File: config.mk
export PLATFORM = sky130hd
export DESIGN_NAME = ctrl_fsm
export DESIGN_NICKNAME = d
export VERILOG_FILES = /design/src/rtl/ctrl_fsm.sv
export SDC_FILE = /design/constraint.sdc
export NUM_CORES = 1
export LEC_CHECK = 0
export CAP_MARGIN = 15
export CELL_PAD_IN_SITES_DETAIL_PLACEMENT = 0
export CELL_PAD_IN_SITES_GLOBAL_PLACEMENT = 1
export CORE_MARGIN = 8
export CORE_UTILIZATION = 41
export CTS_BUF_LIST = sky130_fd_sc_hd__clkbuf_16
export CTS_CLUSTER_SIZE = 28
export DETAILED_ROUTE_END_ITERATION = 12
export DONT_BUFFER_PORTS = 1
export PLACE_DENSITY = 0.8
export SETUP_SLACK_MARGIN = 0.2
export SLEW_MARGIN = 20
export SYNTH_ARGS = -nofsm -noshare
export SYNTH_HDL_FRONTEND = slang
export SYNTH_SLANG_ARGS = --single-unit
export TNS_END_PERCENT = 20
File: constraint.sdc
create_clock -name Clk -period 2 [get_ports Clk]
set_input_delay 0.2 -clock Clk [delete_from_list [all_inputs] [get_ports Clk]]
set_output_delay 0.2 -clock Clk [all_outputs]
set_load 0.05 [all_outputs]
File: src/rtl/ctrl_fsm.sv
// -----------------------------------------------------------------------------
// ctrl_fsm -- instruction-level control sequencer
//
// Decodes the current machine word and drives the datapath enables. Loads
// can stall for MEM_LAT cycles. The block also keeps a saturating count of
// retired instructions.
//
// Parameters
//   IW      instruction width; the MSB is the branch flag (IW >= OPW+1)
//   OPW     opcode width, taken as Instruction[IW-2 -: OPW]
//   MEM_LAT load latency in cycles (1..8)
//   CNTW    width of the retired-instruction counter
//
// Ports
//   Clk          single clock, rising edge
//   Reset_n      asynchronous active-low reset
//   Start        begins execution from IDLE or HALT
//   Instruction  current machine word (combinational)
//   ZERO         ALU result-is-zero flag (combinational)
//   MEM_READ, MEM_WRITE, REG_WRITE, ACC_WRITE, IS_MEM, LOOKUP, branch
//                datapath enables
//   PC_EN        fetch unit advances when high
//   done         program finished (HALT state)
//   instr_count  retired-instruction count, saturating
//
// Build option
//   CTRL_COND_BRANCH_EN  when defined, branch = Instruction[IW-1] & ZERO;
//                        otherwise branch = Instruction[IW-1] and ZERO is unused.
// -----------------------------------------------------------------------------
module ctrl_fsm #(
  parameter int IW      = 9,
  parameter int OPW     = 4,
  parameter int MEM_LAT = 1,
  parameter int CNTW    = 16
) (
  input  logic            Clk,
  input  logic            Reset_n,
  input  logic            Start,
  input  logic [IW-1:0]   Instruction,
  input  logic            ZERO,
  output logic            MEM_READ,
  output logic            MEM_WRITE,
  output logic            REG_WRITE,
  output logic            ACC_WRITE,
  output logic            IS_MEM,
  output logic            LOOKUP,
  output logic            branch,
  output logic            PC_EN,
  output logic            done,
  output logic [CNTW-1:0] instr_count
);

  typedef enum logic [1:0] {
    S_IDLE     = 2'd0,
    S_RUN      = 2'd1,
    S_MEM_WAIT = 2'd2,
    S_HALT     = 2'd3
  } state_t;

  localparam logic [OPW-1:0] OP_REG   = OPW'(9);
  localparam logic [OPW-1:0] OP_LOAD  = OPW'(11);
  localparam logic [OPW-1:0] OP_STORE = OPW'(12);
  localparam logic [OPW-1:0] OP_HALT  = OPW'(13);
  localparam logic [OPW-1:0] OP_LUT   = OPW'(14);

  // MEM_LAT <= 8, so MEM_LAT-1 always fits in four bits.
  localparam logic [3:0] WAIT_INIT = 4'(MEM_LAT - 1);

  state_t          r_state;
  state_t          w_state_next;
  logic [3:0]      r_wait;
  logic [3:0]      w_wait_next;
  logic [CNTW-1:0] r_count;
  logic            w_cnt_clr;
  logic [OPW-1:0]  w_opcode;

  assign w_opcode    = Instruction[IW-2 -: OPW];
  assign instr_count = r_count;

  // NOTE: every output and next-state signal gets a default before the case
  // statement, so no path leaves a value unassigned and no latch is inferred.
  always_comb begin
    w_state_next = r_state;
    w_wait_next  = r_wait;
    w_cnt_clr    = 1'b0;
    MEM_READ     = 1'b0;
    MEM_WRITE    = 1'b0;
    REG_WRITE    = 1'b0;
    ACC_WRITE    = 1'b0;
    IS_MEM       = 1'b0;
    LOOKUP       = 1'b0;
    branch       = 1'b0;
    PC_EN        = 1'b0;
    done         = 1'b0;

    unique case (r_state)
      S_IDLE: begin
        if (Start) begin
          w_state_next = S_RUN;
          w_cnt_clr    = 1'b1;
        end
      end

      S_RUN: begin
        if (Instruction[IW-1]) begin
`ifdef CTRL_COND_BRANCH_EN
          branch = ZERO;
`else
          branch = 1'b1;
`endif
          PC_EN  = 1'b1;
        end else begin
          unique case (w_opcode)
            OP_REG: begin
              REG_WRITE = 1'b1;
              PC_EN     = 1'b1;
            end
            OP_LOAD: begin
              MEM_READ = 1'b1;
              IS_MEM   = 1'b1;
              if (MEM_LAT == 1) begin
                // Single-cycle memory: data lands in the same cycle.
                ACC_WRITE = 1'b1;
                PC_EN     = 1'b1;
              end else begin
                // This RUN cycle is the first load cycle; wait out the rest.
                w_wait_next  = WAIT_INIT;
                w_state_next = S_MEM_WAIT;
              end
            end
            OP_STORE: begin
              MEM_WRITE = 1'b1;
              PC_EN     = 1'b1;
            end
            OP_HALT: begin
              w_state_next = S_HALT;
            end
            OP_LUT: begin
              ACC_WRITE = 1'b1;
              LOOKUP    = 1'b1;
              PC_EN     = 1'b1;
            end
            default: begin
              ACC_WRITE = 1'b1;
              PC_EN     = 1'b1;
            end
          endcase
        end
      end

      S_MEM_WAIT: begin
        MEM_READ    = 1'b1;
        IS_MEM      = 1'b1;
        w_wait_next = r_wait - 4'd1;
        // "<= 1" rather than "== 1" so a corrupted zero count cannot lock up.
        if (r_wait <= 4'd1) begin
          ACC_WRITE    = 1'b1;
          PC_EN        = 1'b1;
          w_wait_next  = 4'd0;
          w_state_next = S_RUN;
        end
      end

      S_HALT: begin
        done = 1'b1;
        if (Start) begin
          w_state_next = S_RUN;
          w_cnt_clr    = 1'b1;
        end
      end

      default: w_state_next = S_IDLE;
    endcase
  end

  // NOTE: sequential state uses non-blocking assignments so every register
  // samples the pre-edge values, independent of statement order.
  always_ff @(posedge Clk or negedge Reset_n) begin
    if (!Reset_n) begin
      r_state <= S_IDLE;
      r_wait  <= 4'd0;
      r_count <= '0;
    end else begin
      r_state <= w_state_next;
      r_wait  <= w_wait_next;
      if (w_cnt_clr) begin
        r_count <= '0;
      end else if (PC_EN && (r_count != {CNTW{1'b1}})) begin
        r_count <= r_count + 1'b1;
      end
    end
  end

endmodule
==> key figures <==
Run status
  – Run status: completed

Power and ir drop
  – Pwr Density: 1000 mW/mm^2
  – Leakage: just over 0.8 nW
  – Worst vdd ir: 0.647 mV
  – Final total power: 2.07 mW

Yosys
  – Synth area leaders: dfrtp_1 39%, ha_1 5.3%, a21oi_1 4.6%, nor2_1 3.7%, o21ai_0 3.5%
  – Post-synth top area share: 38.9%
  – Avg Cell Area, Syn: ~9 um^2
  – Fraction of registers with async set/reset: 100%
  – Seq cells post-synth: 22
  – Number of synthesized flops with an enable pin: 0
  – Synth cell count leaders: 22 x dfrtp_1, 14 x nor2_1, 13 x a21oi_1
  – Yosys cell types: 48
  – Sequential area share after synthesis: 38.9%
  – Mapped Nets: 177
  – Area leader, netlist: dfrtp_1
  – Most used DFF post-synth: dfrtp_1
  – Yosys warns: 0
  – Netlist Area Pre-Place: 0.00141 mm^2
  – Mapped Cells: 158
  – Most frequent cell after synthesis: dfrtp_1

Detailed routing
  – DR pass1 iterations: 4
  – Wire per inst: 17.0 um
  – DR vias: 1394
  – Post-route ant nets: 0
  – DR vias/cell: ~5.6
  – Final wirelength: 4190 um
  – DRC Markers: 0
  – Iter 0 DRT Violations: 87

Timing
  – Tmin final: 1.94 ns
  – RSZ-0062 raised after global routing: true
  – Max Freq: between 0.5 and 0.6 GHz
  – Number of setup violations in the final report: 0
  – Final Hold Viols: 0
  – Final Skew: 0.00981 ns
  – Fin crit share: 97.1%
  – Worst Tran Pin Value: 0.600 ns
  – Slew Viols, Final: 0
  – Relative slew margins: 60.0%

GRT
  – Largest net degree at the start of global routing: 23
  – Global-route wire length before repair: between 6000 and 7000 um
  – Antenna violations before repair: 0
  – Vias in the first global route: 1433
  – Global route overflow: 0
  – Total GRT Usage: 15.5%

CTS
  – Clock Pin Slew Worst Setup and Hold Paths: 0.06 ns
  – H-tree Lvls: 1
  – Clk buf depth: 2
  – Clk_lat worst skew: around 0.26 ns
  – CTS sink count: 22
  – CTS Buf Count: 3
  – CTS root buffer: clkbuf_16
  – CTS tree: done

Floorplan
  – Ports: 38
  – Row count: 21
  – Die X: 74.7 um
  – Core footprint: 0.00334 mm^2
  – Die Ht: 74.7 um
  – Die ar.: about 0.0056 mm^2
  – Initial core utilization: a little over two fifths

Worst setup path
  – CP Capture Type: output pin
  – Setup CP Type: reg2out
  – CP arrival: between 1.5 and 2 ns
  – Reg2reg start: r_wait[0]$_DFFE_PN0N_
  – Worst setup SP type: flop
  – Worst Path Max Fanout: 3
  – Worst Setup SP: r_wait[0]$_DFFE_PN0N_
  – Crit path required time: between 1.5 and 2 ns

Cells and area
  – Area grow syn2layout: 45.8%
  – Ant diodes: 0
  – Fill count: 297
  – Fraction of layout cells with a size suffix above 1: 46.8%
  – Nets: 221
  – Util after Layout: 61.8%

Min path
  – Hold Path Origin: Start
  – Worst hold-check path type: in2reg

Placement
  – Global placement routability congestion: 0.764
  – I/O Buffers: 0
  – Hpwl dp: roughly 2900 um

Job
  – Max cap viols: 0
==> cells in the final DEF, fill, tap and decap left out, drive strengths merged, types with 2 or more instances in the layout <==
| master | synthesis | final |
|---|---|---|
| a21oi | 13 | 13 |
| and2 | 2 | 2 |
| buf | 4 | 44 |
| clkbuf | 2 | 3 |
| dfrtp | 22 | 22 |
| ha | 6 | 6 |
| inv | 8 | 8 |
| mux2i | 2 | 2 |
| nand2 | 11 | 11 |
| nand2b | 3 | 3 |
| nand3 | 9 | 9 |
| nand3b | 3 | 3 |
| nor2 | 15 | 15 |
| nor2b | 2 | 2 |
| nor3 | 2 | 2 |
| o21ai | 11 | 11 |
| o221ai | 2 | 2 |
| o22ai | 2 | 2 |
| o31ai | 5 | 5 |
| o41ai | 3 | 3 |
| or2 | 3 | 3 |
| or3 | 5 | 5 |
| or4 | 7 | 7 |
| or4b | 2 | 2 |
| xnor2 | 2 | 2 |
==> cell type report <==
cell class | count | area, um^2 | share of cell area (%)
Tap cell | 46 | 57.6 | 2.79
Timing Repair Buffer | 45 | 354 | 17.2
Clock inverter | 1 | 30.0 | 1.46
Clock buffer | 3 | 75.1 | 3.64
Sequential cell | 22 | 564 | 27.4
Inverter | 8 | 30.0 | 1.46
Multi-Input combinational cell | 122 | 950 | 46.1
==> cell families (layout without fill, tap and decap cells) <==
family,Yosys count,in the layout,synth area share (%)
simple gates,68,68,27.3
xor+xnor,3,3,1.86
flops,22,22,38.9
buf+inv,14,57,4.69
compound gates,43,43,20.4
mux,2,2,1.42
fa+ha+maj,6,6,5.31
==> power breakdown <==
part,internal (mW),switching [mW]
Sequential,0.491,0.0342
Clock,0.398,0.169
Combinational,0.354,0.620
==> flip-flops by register name, indices dropped and copies added, names as in the netlist <==
signal / cells
instr_count: 16
r_state: 2
r_wait: 4
==> layer usage <==
layer  part of all wire (%)  global-route usage (%)  wire length [um]  up-vias
met2                     50                    26.6              2090       40
met1                     41                    18.0              1730      684
li1                       -                       -                 -      665
met4                    1.1                    5.22                45        0
met3                    7.9                    4.26               331        5
met5                      0                       0                 0        -
==> final timing paths <==
check | endpoint | slack [ns] | cells past startpoint
setup / recovery | ACC_WRITE | 0.06 | 7
hold / removal | instr_count[5]$_DFFE_PN0P_ | 0.10 | 1
setup reg to reg | instr_count[14]$_DFFE_PN0P_ | 0.07 | 7
hold reg to reg | r_wait[2]$_DFFE_PN0N_ | 0.53 | 1
max in group asynchronous | instr_count[3]$_DFFE_PN0P_ | 1.16 | 2
min in group asynchronous | instr_count[4]$_DFFE_PN0P_ | 0.45 | 2
==> worst max-delay path, stage by stage (launching register included) <==
cell and delay [ns]:
dfrtp_2 0.44, inv_2 0.09, ha_4 0.15, o21bai_4 0.07, or2_4 0.26, buf_4 0.14
a21oi_1 0.12, buf_4 0.22
==> metrics by stage <==
step                setup TNS [ns]  area (um^2)  hold slack [ns]  worst slack (ns)  std cells
floorplan                  -0.0707         1460          -0.0956           -0.0413        158
global placement                 0         1720          -0.0945            0.0630        229
detailed placement         -0.0630         1720          -0.0945           -0.0335        229
CTS                              0         1980            0.105            0.0620        244
global route               -0.0375         2060            0.112           -0.0308        247
finish                           0         2060            0.103            0.0576        247
==> what timing repair did <==
action                     in CTS  in global routing
pin swaps                      10                  9
hold endpoints to repair       22                 22
buffers inserted               10                  2
setup endpoints to repair      21                 22
gates resized for setup        17                 13
hold buffers                    1                  1
(Power assumes the default switching activity.)
